File: config.mk
export PLATFORM = sky130hd
export DESIGN_NAME = xornor_arbiter
export DESIGN_NICKNAME = d
export VERILOG_FILES = /design/src/rtl/xornor_pkg.sv /design/src/rtl/xornor_rr_pick.sv /design/src/rtl/xornor_arbiter.sv
export SDC_FILE = /design/constraint.sdc
export NUM_CORES = 1
export LEC_CHECK = 0
export ABC_AREA = 1
export BUFFER_PORTS_ARGS = -buffer_cell sky130_fd_sc_hd__buf_2
export CAP_MARGIN = 25
export CORE_UTILIZATION = 56
export CTS_BUF_LIST = sky130_fd_sc_hd__clkbuf_4 sky130_fd_sc_hd__clkbuf_8
export DETAILED_ROUTE_END_ITERATION = 16
export HOLD_SLACK_MARGIN = 0.1
export PLACE_DENSITY = 0.78
export SKIP_LAST_GASP = 1
export SYNTH_ARGS = -nofsm -noshare
export SYNTH_HDL_FRONTEND = slang
export SYNTH_SLANG_ARGS = --single-unit
File: constraint.sdc
create_clock -name clk_i -period 2.11 [get_ports clk_i]
set_input_delay 0.1055 -clock clk_i [delete_from_list [all_inputs] [get_ports clk_i]]
set_output_delay 0.1055 -clock clk_i [all_outputs]
set_load 0.05 [all_outputs]
File: src/rtl/xornor_pkg.sv
// Shared types and defaults for the XorNor arbiter.
// FSM state encoding, default sizing constants and the Res_Id width helper.
package xornor_pkg;

    typedef enum logic [1:0] {
        ST_IDLE = 2'd0,
        ST_WAIT = 2'd1,
        ST_CAP  = 2'd2
    } state_e;

    localparam int NREQ_DEF   = 4;
    localparam int SETTLE_DEF = 2;

    // Width of a requester index; never less than one bit.
    function automatic int id_w(input int n);
        return (n < 2) ? 1 : $clog2(n);
    endfunction

endpackage

File: src/rtl/xornor_rr_pick.sv
// Combinational round-robin picker.
// Searches Req starting one past the last served requester and returns the
// first set bit as the winner; any_o flags that some request is pending.
module xornor_rr_pick
    import xornor_pkg::*;
#(
    parameter int NREQ = NREQ_DEF,
    localparam int IDW = id_w(NREQ)
) (
    input  logic [NREQ-1:0] req_i,
    input  logic [IDW-1:0]  last_i,
    output logic [IDW-1:0]  win_o,
    output logic            any_o
);

    int             pos;
    logic [IDW-1:0] idx;

    // Rotate the search origin; wrap needs at most one subtraction since
    // last_i + 1 + k never reaches 2*NREQ.
    always_comb begin
        win_o = '0;
        any_o = 1'b0;
        pos   = 0;
        idx   = '0;
        for (int k = 0; k < NREQ; k++) begin
            pos = int'(last_i) + 1 + k;
            if (pos >= NREQ) pos = pos - NREQ;
            idx = pos[IDW-1:0];
            if (!any_o && req_i[idx]) begin
                win_o = idx;
                any_o = 1'b1;
            end
        end
    end

endmodule

File: src/rtl/xornor_arbiter.sv
// Arbiter sharing one external XorNor datapath between NREQ requesters.
// Each operation: issue (operands registered onto Dp_*), SETTLE wait cycles,
// capture of Dp_X/Dp_Y, then a one-cycle Done pulse.
// Optional self-check of the datapath results: define XORNOR_ARB_CHECK_EN.
module xornor_arbiter
    import xornor_pkg::*;
#(
    parameter int NREQ   = NREQ_DEF,
    parameter int SETTLE = SETTLE_DEF,
    localparam int IDW   = id_w(NREQ)
) (
    input  logic            clk_i,
    input  logic            rst_n_i,
    input  logic [NREQ-1:0] req_i,
    input  logic [NREQ-1:0] in_a_i,
    input  logic [NREQ-1:0] in_b_i,
    input  logic [NREQ-1:0] in_c_i,
    output logic            dp_a_o,
    output logic            dp_b_o,
    output logic            dp_c_o,
    input  logic            dp_x_i,
    input  logic            dp_y_i,
    output logic [NREQ-1:0] grant_o,
    output logic            done_o,
    output logic            res_x_o,
    output logic            res_y_o,
    output logic [IDW-1:0]  res_id_o,
    output logic            err_o
);

    state_e          state_q, state_d;
    logic [3:0]      cnt_q, cnt_d;
    logic            dp_a_q, dp_a_d, dp_b_q, dp_b_d, dp_c_q, dp_c_d;
    logic [NREQ-1:0] grant_q, grant_d;
    logic            done_q, done_d;
    logic            res_x_q, res_x_d, res_y_q, res_y_d;
    logic [IDW-1:0]  res_id_q, res_id_d;
    logic [IDW-1:0]  win_q, win_d;
    logic [IDW-1:0]  last_q, last_d;
    logic [IDW-1:0]  win;
    logic            any;

    xornor_rr_pick #(.NREQ(NREQ)) u_pick (
        .req_i  (req_i),
        .last_i (last_q),
        .win_o  (win),
        .any_o  (any)
    );

    // Next-state logic for the issue / wait / capture sequence.
    always_comb begin
        state_d  = state_q;
        cnt_d    = cnt_q;
        dp_a_d   = dp_a_q;
        dp_b_d   = dp_b_q;
        dp_c_d   = dp_c_q;
        grant_d  = grant_q;
        done_d   = 1'b0;
        res_x_d  = res_x_q;
        res_y_d  = res_y_q;
        res_id_d = res_id_q;
        win_d    = win_q;
        last_d   = last_q;
        case (state_q)
            ST_IDLE: begin
                if (any) begin
                    dp_a_d       = in_a_i[win];
                    dp_b_d       = in_b_i[win];
                    dp_c_d       = in_c_i[win];
                    grant_d      = '0;
                    grant_d[win] = 1'b1;
                    win_d        = win;
                    cnt_d        = '0;
                    state_d      = ST_WAIT;
                end
            end
            ST_WAIT: begin
                cnt_d = cnt_q + 4'd1;
                if (cnt_q == 4'(SETTLE - 1)) state_d = ST_CAP;
            end
            ST_CAP: begin
                res_x_d  = dp_x_i;
                res_y_d  = dp_y_i;
                res_id_d = win_q;
                last_d   = win_q;
                done_d   = 1'b1;
                grant_d  = '0;
                state_d  = ST_IDLE;
            end
            default: state_d = ST_IDLE;
        endcase
    end

    // State registers; reset abandons any operation in flight.
    always_ff @(posedge clk_i or negedge rst_n_i) begin
        if (!rst_n_i) begin
            state_q  <= ST_IDLE;
            cnt_q    <= '0;
            dp_a_q   <= 1'b0;
            dp_b_q   <= 1'b0;
            dp_c_q   <= 1'b0;
            grant_q  <= '0;
            done_q   <= 1'b0;
            res_x_q  <= 1'b0;
            res_y_q  <= 1'b0;
            res_id_q <= '0;
            win_q    <= '0;
            last_q   <= IDW'(NREQ - 1);
        end else begin
            state_q  <= state_d;
            cnt_q    <= cnt_d;
            dp_a_q   <= dp_a_d;
            dp_b_q   <= dp_b_d;
            dp_c_q   <= dp_c_d;
            grant_q  <= grant_d;
            done_q   <= done_d;
            res_x_q  <= res_x_d;
            res_y_q  <= res_y_d;
            res_id_q <= res_id_d;
            win_q    <= win_d;
            last_q   <= last_d;
        end
    end

`ifdef XORNOR_ARB_CHECK_EN
    logic err_q;
    logic mismatch;

    assign mismatch = (dp_x_i != (dp_a_q ^ dp_b_q)) ||
                      (dp_y_i != ~((dp_a_q ^ dp_b_q) | dp_c_q));

    // Sticky error: set on a bad datapath result at capture, cleared by reset.
    always_ff @(posedge clk_i or negedge rst_n_i) begin
        if (!rst_n_i)                          err_q <= 1'b0;
        else if (state_q == ST_CAP && mismatch) err_q <= 1'b1;
    end

    assign err_o = err_q;
`else
    assign err_o = 1'b0;
`endif

    assign dp_a_o   = dp_a_q;
    assign dp_b_o   = dp_b_q;
    assign dp_c_o   = dp_c_q;
    assign grant_o  = grant_q;
    assign done_o   = done_q;
    assign res_x_o  = res_x_q;
    assign res_y_o  = res_y_q;
    assign res_id_o = res_id_q;

endmodule

==> metrics <==
diode insertion count for antenna repair=0; worst vdd rail ir drop=~1100 uV; Reg area=~550 um^2; first-pass GRT wire length=between 5000 and 6000 um; final hold violations=0; asr flop ratio synth=100%; sequential-to-total area share from yosys stat=a little under two fifths; Placement Cell Area=0.00163 mm^2; setup repair after global routing missed its margin=no; Clock Tree Buf Depth=2; signal arrival time at the worst endpoint=2.16 ns; Setup crit start kind=flop; DP Wirelength=~2400 um; clock input transition at the sequential cells of the worst setup and hold paths=between 0.1 and 0.15 ns; row cnt=18; Fin Setup TNS=0 ns; y dimension of the die=53.2 um; area of the mapped netlist=0.00147 mm^2; area used by multi-input combinational logic=~780 um^2; cell taking the most area after synthesis=sky130_fd_sc_hd__dfrtp_1; library cells used by synthesis=29; routed length per instance=approximately 12 um; hold path startpoint=in_c_i[3]; syn avg cell area=7.57 um^2; depth of the worst hold-timing path=5; run status=completed; Critical R2R Launch=last_q[0]; final design instance area without fill=about 0.0017 mm^2; min Tclk post-route=1.94 ns; number of iterations in the first detailed-routing pass=4; non-filler cells, final=between 200 and 300; Worst R2R Setup Slack=0.17 ns; maximum clock rate=approximately 0.5 GHz; total CTS buffers=3; Seq cells post-synth=22; final count of pins violating max slew=0; Worst Skew=about 0.0015 ns; placed insts=between 200 and 300; Synth Warn #=0; RD Place Congestion=0.786; utilization of the core after routing=between 60 and 70%; CTS tree=built; Place WS=approximately 0.17 ns; synth cell count leaders=66 x sky130_fd_sc_hd__nand2_1, 28 x sky130_fd_sc_hd__nand3_1, 20 x sky130_fd_sc_hd__dfrtp_1; Worst EP required=between 2 and 2.5 ns; post-CTS sizing=0; vias after detailed routing=approximately 1300; initial core utilization=59.2%; FF-to-FF path depth=13; clock insertion delay at the later pin of the skew report=~0.31 ns; number of antenna violations at the first check in global routing=0; Crit Path Max Fanout=13; overall global routing resource usage=24.7%; area of the die=around 0.0028 mm^2; total design power=approximately 3.1 mW; number of violations of the max-capacitance limit=0; I/O Pins=33; setup slack after layout=between 0.15 and 0.2 ns; post-route clock period utilization=between 90 and 100%; total gr overflow=0; fraction of final layout cells with drive strength greater than 1=just over 30%; crit path kind=reg -> reg; number of global-route vias before repair=approximately 1200; leading post-synthesis cells by cell area=sky130_fd_sc_hd__dfrtp_1 34%, sky130_fd_sc_hd__nand2_1 17%, sky130_fd_sc_hd__nand3_1 9.5%; filler instances=about 220; largest net degree at the start of global routing=23; H-Tree Level Count=1; Synth Net Count=about 220; endpoint type of the worst setup path=flop; Die X=53.2 um; top cell type's share of synthesized area=between 30% and 40%; growth of design area from synthesis to finish=15.9%; clock net sink count=22; cell chosen for the clock root=sky130_fd_sc_hd__clkbuf_4; remaining number of nets flagged by the antenna check after routing=0; destination of the worst hold path=dp_c_o; Final Hold Slack=about 0.11 ns; count of routing violations after the opening detailed-route iteration=35; commonest register cell after synthesis=sky130_fd_sc_hd__dfrtp_1; number of instances in the synthesized netlist=just under 200; vias per cell=between 5 and 6; leakage=between 0.9 and 1 nW; post-layout net count=between 200 and 300; Power Density=around 1800 mW/mm^2; number of flops mapped to enable cells by yosys=0; I/O Buffers=31; Worst Hold Class=in -> reg; setup violation total in the final timing report=0; WL final=3070 um; Critical R2R Capture=dp_a_o; DRC violations left=0; leading cell type by number of instances after synthesis=sky130_fd_sc_hd__nand2_1; Std-Cell Core Area=approximately 0.0025 mm^2
worst max path at each step:
| stage | depth (start not counted) | start | to |
|---|---|---|---|
| after floorplan | 14 | last_q[0] | dp_a_o |
| after global placement | 12 | last_q[0] | dp_a_o |
| after global routing | 13 | last_q[0] | dp_b_o |
| final | 13 | last_q[0] | dp_a_o |
| after CTS | 12 | last_q[0] | dp_b_o |
| after detailed placement | 12 | last_q[0] | dp_b_o |
metal layers:
metal	global-route usage [%]	up-vias	wire length [um]
li1	-	681	-
met1	32.0	618	1350
met2	40.3	29	1580
met3	3.74	5	95
met4	11.4	0	52
met5	0	-	0
flip-flops by register name, indices dropped and copies added (netlist names), 2 cells and up:
name / flops
cnt_q: 4
grant_o: 4
last_q: 2
res_id_o: 2
state_q: 2
win_q: 2
timing repair:
item                                    4_1_cts  5_1_grt
setup buffers                                 0        1
hold buffers                                  3        0
endpoints found under the hold margin        24        0
endpoints found under the setup margin        0        2
layout by cell type, fill, tap and decap left out, types with 2 or more instances in the layout:
| master | synthesis | final |
|---|---|---|
| sky130_fd_sc_hd__nand3_1 | 28 | 28 |
| sky130_fd_sc_hd__dlygate4sd3_1 | 0 | 3 |
| sky130_fd_sc_hd__nor2_1 | 7 | 7 |
| sky130_fd_sc_hd__ha_1 | 2 | 2 |
| sky130_fd_sc_hd__o21ai_1 | 3 | 3 |
| sky130_fd_sc_hd__o22ai_1 | 2 | 2 |
| sky130_fd_sc_hd__buf_2 | 0 | 31 |
| sky130_fd_sc_hd__inv_1 | 18 | 18 |
| sky130_fd_sc_hd__nand4_1 | 2 | 2 |
| sky130_fd_sc_hd__dfrtp_1 | 20 | 20 |
| sky130_fd_sc_hd__dfstp_2 | 2 | 2 |
| sky130_fd_sc_hd__nand2_1 | 66 | 66 |
| sky130_fd_sc_hd__nand2_2 | 10 | 10 |
| sky130_fd_sc_hd__inv_2 | 6 | 6 |
| sky130_fd_sc_hd__clkinv_1 | 2 | 2 |
| sky130_fd_sc_hd__o21ai_0 | 2 | 2 |
| sky130_fd_sc_hd__nand3_2 | 2 | 2 |
| sky130_fd_sc_hd__nor2_4 | 2 | 2 |
| sky130_fd_sc_hd__buf_4 | 1 | 2 |
| sky130_fd_sc_hd__nand2_4 | 6 | 6 |
| sky130_fd_sc_hd__clkbuf_4 | 0 | 3 |
where the power goes:
part	internal [mW]	switching (mW)	total, mW	leakage [nW]
sequential	0.627	0.134	0.761	0.273
clock	0.106	0.127	0.233	0.0210
combinational	0.640	1.50	2.14	0.670
logic make-up after synthesis:
kind of cell               after synthesis  share of synthesized area, %
DFF                                     22                          37.7
AOI/OAI and AO/OA                       10                          4.26
adders and majority gates                2                          1.70
and+or+nand+nor                        128                          46.0
buffers and inverters                   30                          9.46
other                                    1                         0.256
xor gates and xnor gates                 1                         0.597
critical path, cell delays in order (launching register included):
cell and delay (ns):
sky130_fd_sc_hd__dfstp_2 0.59, sky130_fd_sc_hd__inv_2 0.13, sky130_fd_sc_hd__nand2_1 0.13, sky130_fd_sc_hd__nand2_2 0.09, sky130_fd_sc_hd__nand2_1 0.08, sky130_fd_sc_hd__nand2_1 0.08
sky130_fd_sc_hd__nand3_1 0.10, sky130_fd_sc_hd__nand2_2 0.09, sky130_fd_sc_hd__nor2_4 0.18, sky130_fd_sc_hd__nand3_1 0.10, sky130_fd_sc_hd__nand3_1 0.11, sky130_fd_sc_hd__nand2_1 0.07
sky130_fd_sc_hd__inv_2 0.04, sky130_fd_sc_hd__nand2_1 0.05
area by class of cell:
| cell class | count | area share (%) |
|---|---|---|
| multi-input cells | 142 | 45.6 |
| well taps | 30 | 2.21 |
| flip-flops and latches | 22 | 32.5 |
| inverters | 26 | 5.74 |
| repair buffers | 36 | 11.8 |
| clock buffers | 4 | 2.13 |
No activity file was read; power rests on OpenSTA's default activity.
